$ cat src/rtl/pwl_host_bridge_pkg.sv
// pwl_host_bridge_pkg: shared command bit indices, FSM state type and sizing helper for the host bridge
package pwl_host_bridge_pkg;
  localparam int CMD_BYTE  = 0;
  localparam int CMD_WRITE = 1;
  localparam int CMD_READ  = 2;
  localparam int CMD_NEXT  = 3;
  typedef enum logic [1:0] {IDLE, RD_DRAIN, RD_ACTIVE} state_t;
  function automatic int nbytes(input int data_w);
    return data_w / 8;
  endfunction
endpackage

$ cat src/rtl/pwl_host_bridge_wq.sv
// pwl_host_bridge_wq: synchronous FIFO holding posted register writes; pushes while full are refused
module pwl_host_bridge_wq #(
  parameter int W = 24,
  parameter int DEPTH = 4,
  localparam int AW = $clog2(DEPTH)
) (
  input  logic          clk,
  input  logic          rst_n,
  input  logic          push,
  input  logic          pop,
  input  logic [W-1:0]  din,
  output logic [W-1:0]  head,
  output logic [AW:0]   count,
  output logic          full,
  output logic          empty
);
  logic [W-1:0] mem [DEPTH];
  logic [AW-1:0] wp, rp;
  logic do_push, do_pop;
  assign full = count == (AW+1)'(DEPTH);
  assign empty = count == '0;
  assign do_push = push && !full;
  assign do_pop = pop && !empty;
  assign head = mem[rp];
  // entry storage, no reset needed since occupancy gates every read
  always_ff @(posedge clk)
    if (do_push) mem[wp] <= din;
  // pointers wrap naturally at DEPTH; full is judged on the registered count
  always_ff @(posedge clk)
    if (!rst_n) begin
      wp <= '0;
      rp <= '0;
      count <= '0;
    end else begin
      if (do_push) wp <= wp + 1'b1;
      if (do_pop) rp <= rp + 1'b1;
      count <= count + (AW+1)'(do_push) - (AW+1)'(do_pop);
    end
endmodule

$ cat src/rtl/pwl_host_bridge.sv
// pwl_host_bridge: async host strobes to register-bus reads/writes; define PWL_HOST_BRIDGE_AUTOINC_EN for NEXT auto-increment writes
module pwl_host_bridge
  import pwl_host_bridge_pkg::*;
#(
  parameter int DATA_W = 16,
  parameter int ADDR_W = 8,
  parameter int SYNC_STAGES = 2,
  parameter int WQ_DEPTH = 4,
  localparam int NB = nbytes(DATA_W),
  localparam int SW = (NB > 1) ? $clog2(NB) : 1
) (
  input  logic              clk,
  input  logic              rst_n,
  input  logic [7:0]        host_data,
  input  logic [3:0]        host_cmd,
  input  logic [SW-1:0]     host_byte_sel,
  output logic [7:0]        host_rdata,
  output logic              busy,
  output logic              wq_full,
  output logic              overflow,
  output logic [ADDR_W-1:0] bus_addr,
  output logic [DATA_W-1:0] bus_wdata,
  output logic              bus_we,
  output logic              bus_re,
  input  logic [DATA_W-1:0] bus_rdata,
  input  logic              bus_ready,
  input  logic              bus_stall
);
  localparam int EW = ADDR_W + DATA_W;
  localparam int CW = $clog2(WQ_DEPTH) + 1;
  logic [3:0] sync [SYNC_STAGES];
  logic [3:0] sync_prev, cmd;
  logic [DATA_W-1:0] asm_q, rdata, wdata_q;
  logic [ADDR_W-1:0] rd_addr, addr_q, push_addr;
  logic [8*(1<<SW)-1:0] rpad;
  logic [EW-1:0] head;
  logic [CW-1:0] count;
  logic push, full, empty;
  state_t state;
  assign cmd = sync[SYNC_STAGES-1] & ~sync_prev;
`ifdef PWL_HOST_BRIDGE_AUTOINC_EN
  logic [ADDR_W-1:0] last_addr;
  assign push = cmd[CMD_WRITE] | cmd[CMD_NEXT];
  assign push_addr = cmd[CMD_WRITE] ? host_data[ADDR_W-1:0] : last_addr + 1'b1;
  // last accepted write address, or the address after a completed read
  always_ff @(posedge clk)
    if (!rst_n) last_addr <= '0;
    else if (push && !full) last_addr <= push_addr;
    else if (state == RD_ACTIVE && bus_ready) last_addr <= rd_addr + 1'b1;
`else
  logic unused_next;
  assign unused_next = cmd[CMD_NEXT];
  assign push = cmd[CMD_WRITE];
  assign push_addr = host_data[ADDR_W-1:0];
`endif
  assign bus_we = !empty && !bus_stall && state != RD_ACTIVE;
  assign bus_addr = bus_we ? head[EW-1:DATA_W] : bus_re ? rd_addr : addr_q;
  assign bus_wdata = bus_we ? head[DATA_W-1:0] : wdata_q;
  assign busy = state != IDLE;
  assign wq_full = full;
  assign rpad = (8*(1<<SW))'(rdata);
  assign host_rdata = rpad[8*host_byte_sel +: 8];
  pwl_host_bridge_wq #(.W(EW), .DEPTH(WQ_DEPTH)) u_wq (
    .clk(clk), .rst_n(rst_n), .push(push), .pop(bus_we),
    .din({push_addr, asm_q}), .head(head), .count(count), .full(full), .empty(empty)
  );
  // strobe synchroniser; all-ones reset keeps a strobe held through reset from firing
  always_ff @(posedge clk)
    if (!rst_n) begin
      for (int i = 0; i < SYNC_STAGES; i++) sync[i] <= '1;
      sync_prev <= '1;
    end else begin
      sync[0] <= host_cmd;
      for (int i = 1; i < SYNC_STAGES; i++) sync[i] <= sync[i-1];
      sync_prev <= sync[SYNC_STAGES-1];
    end
  // byte assembly, overflow flag, quiet-bus hold and the read FSM
  always_ff @(posedge clk)
    if (!rst_n) begin
      state <= IDLE;
      bus_re <= 1'b0;
      asm_q <= '0;
      rd_addr <= '0;
      rdata <= '0;
      overflow <= 1'b0;
      addr_q <= '0;
      wdata_q <= '0;
    end else begin
      addr_q <= bus_addr;
      wdata_q <= bus_wdata;
      if (cmd[CMD_BYTE]) asm_q <= DATA_W'({host_data, asm_q} >> 8);
      if (push && full) overflow <= 1'b1;
      if (state == IDLE && cmd[CMD_READ]) begin
        rd_addr <= host_data[ADDR_W-1:0];
        state <= RD_DRAIN;
      end else if (state == RD_DRAIN && empty) begin
        state <= RD_ACTIVE;
        bus_re <= 1'b1;
      end else if (state == RD_ACTIVE && bus_ready) begin
        rdata <= bus_rdata;
        state <= IDLE;
        bus_re <= 1'b0;
      end
    end
endmodule
$ cat config.mk
export PLATFORM = sky130hd
export DESIGN_NAME = pwl_host_bridge
export DESIGN_NICKNAME = d
export VERILOG_FILES = /design/src/rtl/pwl_host_bridge_pkg.sv /design/src/rtl/pwl_host_bridge_wq.sv /design/src/rtl/pwl_host_bridge.sv
export SDC_FILE = /design/constraint.sdc
export NUM_CORES = 1
export LEC_CHECK = 0
export CORE_ASPECT_RATIO = 1.5
export CORE_MARGIN = 8
export CORE_UTILIZATION = 56
export DETAILED_ROUTE_END_ITERATION = 16
export PLACE_DENSITY = 0.78
export SYNTH_ARGS = -nofsm -noshare
export SYNTH_HDL_FRONTEND = slang
export SYNTH_SLANG_ARGS = --single-unit
$ cat constraint.sdc
create_clock -name clk -period 3.3 [get_ports clk]
set_input_delay 0.33 -clock clk [delete_from_list [all_inputs] [get_ports clk]]
set_output_delay 0.33 -clock clk [all_outputs]
set_load 0.01 [all_outputs]
==> impl_metrics.env <==
export IMPL_status="complete, no violations"
export IMPL_rr_endpoint="u_wq.count[2]$_SDFF_PN0_"
export IMPL_n_fill_cell=821
export IMPL_floorplan_die_height_um=154.2
export IMPL_drt_iter0_drc=396
export IMPL_rsz0062_at_grt="false"
export IMPL_p_switching_uw=1791
export IMPL_syn_area_um2=7131
export IMPL_slew_headroom_pct=39.64
export IMPL_post_route_min_period_ns=2.865
export IMPL_p_sw_share_pct=29.35
export IMPL_core_um2=12450
export IMPL_clk_path_buf_depth=2
export IMPL_drive_gt1_share_pct=12.80
export IMPL_max_freq_ghz=0.3491
export IMPL_clk_latency_ns=0.42
export IMPL_clk_pin_slew_worst_paths_ns=0.06
export IMPL_utilization_pct=68.23
export IMPL_finClkSkew_ns=0.01038
export IMPL_syn_instance_count=549
export IMPL_reg2reg_slack_ns=0.72
export IMPL_cts_buffers=17
export IMPL_grt_antenna_before_repair=0
export IMPL_arrival_ns=2.53
export IMPL_hold_depth=1
export IMPL_nets=652
export IMPL_end_kind="output pin"
export IMPL_hold_end="sync[0][6]$_SDFF_PN1_"
export IMPL_drc_errors=0
export IMPL_fin_ws_ns=0.4354
export IMPL_port_buffer_count=68
export IMPL_slew_violations=0
export IMPL_routedWlPerCell_um=20.18
export IMPL_vias=4600
export IMPL_cts_tree="yes"
export IMPL_worstMarginPinSlew_ns=0.9031
export IMPL_clkSinkCount=182
export IMPL_grt_usage_pct=19.75
export IMPL_seqPwrFrac_pct=42.4
export IMPL_internal_power_uw=4311
export IMPL_cts_resized=0
export IMPL_power_density_nw_per_um2=718.4
export IMPL_synth_ff_type="edfxtp_1"
export IMPL_combPwrFrac_pct=26.2
export IMPL_place_ws_ns=0.6604
export IMPL_vias_per_cell=5.890
export IMPL_ys_types=42
export IMPL_syn2layout_area_growth_pct=19.13
export IMPL_grt_pass1_vias=4829
export IMPL_synthArstFlopShare_pct=0
export IMPL_hpwlAfterDp_mm=9.815
export IMPL_setup_viol=0
export IMPL_worstPathRequired_ns=2.97
export IMPL_rr_worst_depth=12
export IMPL_start_util_pct=57.28
export IMPL_postCtsHoldBufs=0
export IMPL_h_tree_depth=4
export IMPL_ant_nets=0
export IMPL_ys_seq_area_share_pct=64.57
export IMPL_r2r_start="u_wq.count[1]$_SDFF_PN0_"
export IMPL_syn_avg_cell_area_um2=12.99
export IMPL_setup_tns_ns=0
export IMPL_ys_seq_elements=182
export IMPL_rows=50
export IMPL_overflow=0
export IMPL_synth_enable_flop_cells=96
export IMPL_clock_power_share_pct=31.4
export IMPL_path_max_fanout=8
export IMPL_ioPinCount=70
export IMPL_wl_mm=15.76
export IMPL_root_buffer="clkbuf_16"
export IMPL_grt_pass1_wl_mm=25.36
export IMPL_power_leakage_uw=0.002941
export IMPL_period_share_pct=86.81
export IMPL_first_pass_iters=4
export IMPL_final_hold_viol_count=0
export IMPL_grt_start_max_net_pins=62
export IMPL_maxCapViolations=0
export IMPL_min_path_type="flip-flop to flip-flop"
export IMPL_die_w_um=108.1
export IMPL_yosysWarnings=0
export IMPL_min_delay_start="sync[0][2]$_SDFF_PN1_"
export IMPL_diodes=0
export IMPL_post_cts_buffers=0
export IMPL_syn_nets=589
export IMPL_place_congestion=0.7718
export IMPL_die_area_um2=16670
export IMPL_peakVddDrop_mv=0.4145
export IMPL_critPathLaunchType="flip-flop"
export IMPL_worstSetupPathType="flip-flop to output pin"
==> cell families after synthesis <==
family | Yosys count | share of synthesized area, %
buf+inv | 53 | 3.720
compound gates | 102 | 8.037
fa+ha+maj | 7 | 1.334
mux | 41 | 10.63
xor+xnor | 1 | 0.1229
flops | 182 | 64.57
simple gates | 163 | 11.58
==> worst max-delay path, stage by stage (launching register included) <==
cell and delay (ns):
dfxtp_1 0.33, buf_4 0.21, mux4_1 0.58, nor4_1 0.41
a21oi_1 0.08, clkdlybuf4s50_1 0.51
==> Yosys cell counts (4+ instances only) <==
master    number  area [um^2]
mux4_2        14        315.3
a21oi_1       72        360.4
inv_1         10        37.54
edfxtp_1      96         2883
buf_2         18        90.09
nand2_1       97        364.1
and3_1         4        25.02
clkbuf_1      16        60.06
ha_1           6        75.07
nor4_1         4        25.02
o21ai_0        5        25.02
o31ai_1       17        127.6
nor2_1         4        15.01
a211oi_1       8        60.06
nand2b_1      14        87.58
mux2i_1        9        90.09
mux2_2         8        90.09
nor4_2         5        62.56
dfxtp_1       86         1722
nand4_1       17        106.4
mux4_1        10        262.8
==> worst max path at each step <==
stage / from / to / slack [ns] / cells after the start
after floorplan: u_wq.count[1]$_SDFF_PN0_ / u_wq.count[2]$_SDFF_PN0_ / 0.77 / 13
after detailed placement: bus_stall / u_wq.count[2]$_SDFF_PN0_ / 0.66 / 13
after global placement: bus_stall / u_wq.count[2]$_SDFF_PN0_ / 0.74 / 13
after CTS: state[0]$_SDFFE_PN0P_ / bus_addr[6] / 0.44 / 6
final: flip-flop / bus_addr[0] / 0.44 / 5
after global routing: state[0]$_SDFFE_PN0P_ / bus_addr[6] / 0.30 / 6
==> per-stage QoR <==
stage	hold slack (ns)	total power (uW)	cell area, um^2	instances
finish	0.4072	6103	8494	781
global route	0.4188	6355	8494	781
CTS	0.4102	6127	8494	781
detailed placement	0.3951	4216	7929	749
global placement	0.3989	4161	7929	749
floorplan	0.3863	3585	7131	549
==> area by class of cell <==
class | instances | area (um^2) | share of cell area (%)
sequential | 182 | 4604 | 54.21
multi-input combinational | 314 | 2263 | 26.65
timing repair buffer | 85 | 820.8 | 9.663
clock buffer | 21 | 483.0 | 5.686
tap | 156 | 195.2 | 2.298
clock inverter | 11 | 82.58 | 0.9722
inverter | 12 | 45.04 | 0.5303
==> cells in the final DEF (no fill, tap or decap), types with 2 or more instances in the layout <==
cell | Yosys | routed
nand2_1 | 97 | 97
edfxtp_1 | 96 | 96
dfxtp_1 | 86 | 86
a21oi_1 | 72 | 72
clkdlybuf4s50_1 | 0 | 68
clkbuf_16 | 0 | 19
nand4_1 | 17 | 17
o31ai_1 | 17 | 17
buf_4 | 3 | 16
nand2b_1 | 14 | 14
mux4_2 | 14 | 14
inv_1 | 10 | 10
mux4_1 | 10 | 10
mux2i_1 | 9 | 9
mux2_2 | 8 | 8
a211oi_1 | 8 | 8
ha_1 | 6 | 6
nor4_2 | 5 | 5
o21ai_0 | 5 | 5
nor2_1 | 4 | 4
nor4_1 | 4 | 4
and3_1 | 4 | 4
inv_6 | 0 | 4
nor2b_1 | 3 | 2
nor3_1 | 2 | 2
nand3_1 | 2 | 2
and2_1 | 2 | 2
clkbuf_1 | 16 | 2
clkinv_4 | 0 | 2
inv_4 | 0 | 2
clkinv_2 | 0 | 2
==> power by group through the flow <==
stage | registers [uW] | logic (uW) | clock network [uW]
detailed placement | 2630 | 1580 | 0
floorplan | 2600 | 982 | 0
CTS | 2590 | 1610 | 1930
finish | 2580 | 1600 | 1920
global route | 2600 | 1730 | 2020
global placement | 2620 | 1540 | 0
==> layer usage <==
layer  part of all wire [%]  up-vias  GRT usage, %
met5                      0        -             0
met4                    2.1        0         8.101
met3                    7.2       23         4.908
met2                     54      170         35.15
met1                     36     2255         21.53
li1                       -     2152             -
==> registers in the layout, indices dropped and copies added (netlist names), named ones only <==
name	cells
u_wq.count	3
addr_q	8
u_wq.mem	96
rd_addr	8
overflow	1
wdata_q	16
u_wq.wp	2
sync	6
asm_q	16
sync_prev	3
state	2
rdata	16
u_wq.rp	2
bus_re	1
Power figures use the tool's default switching activity.
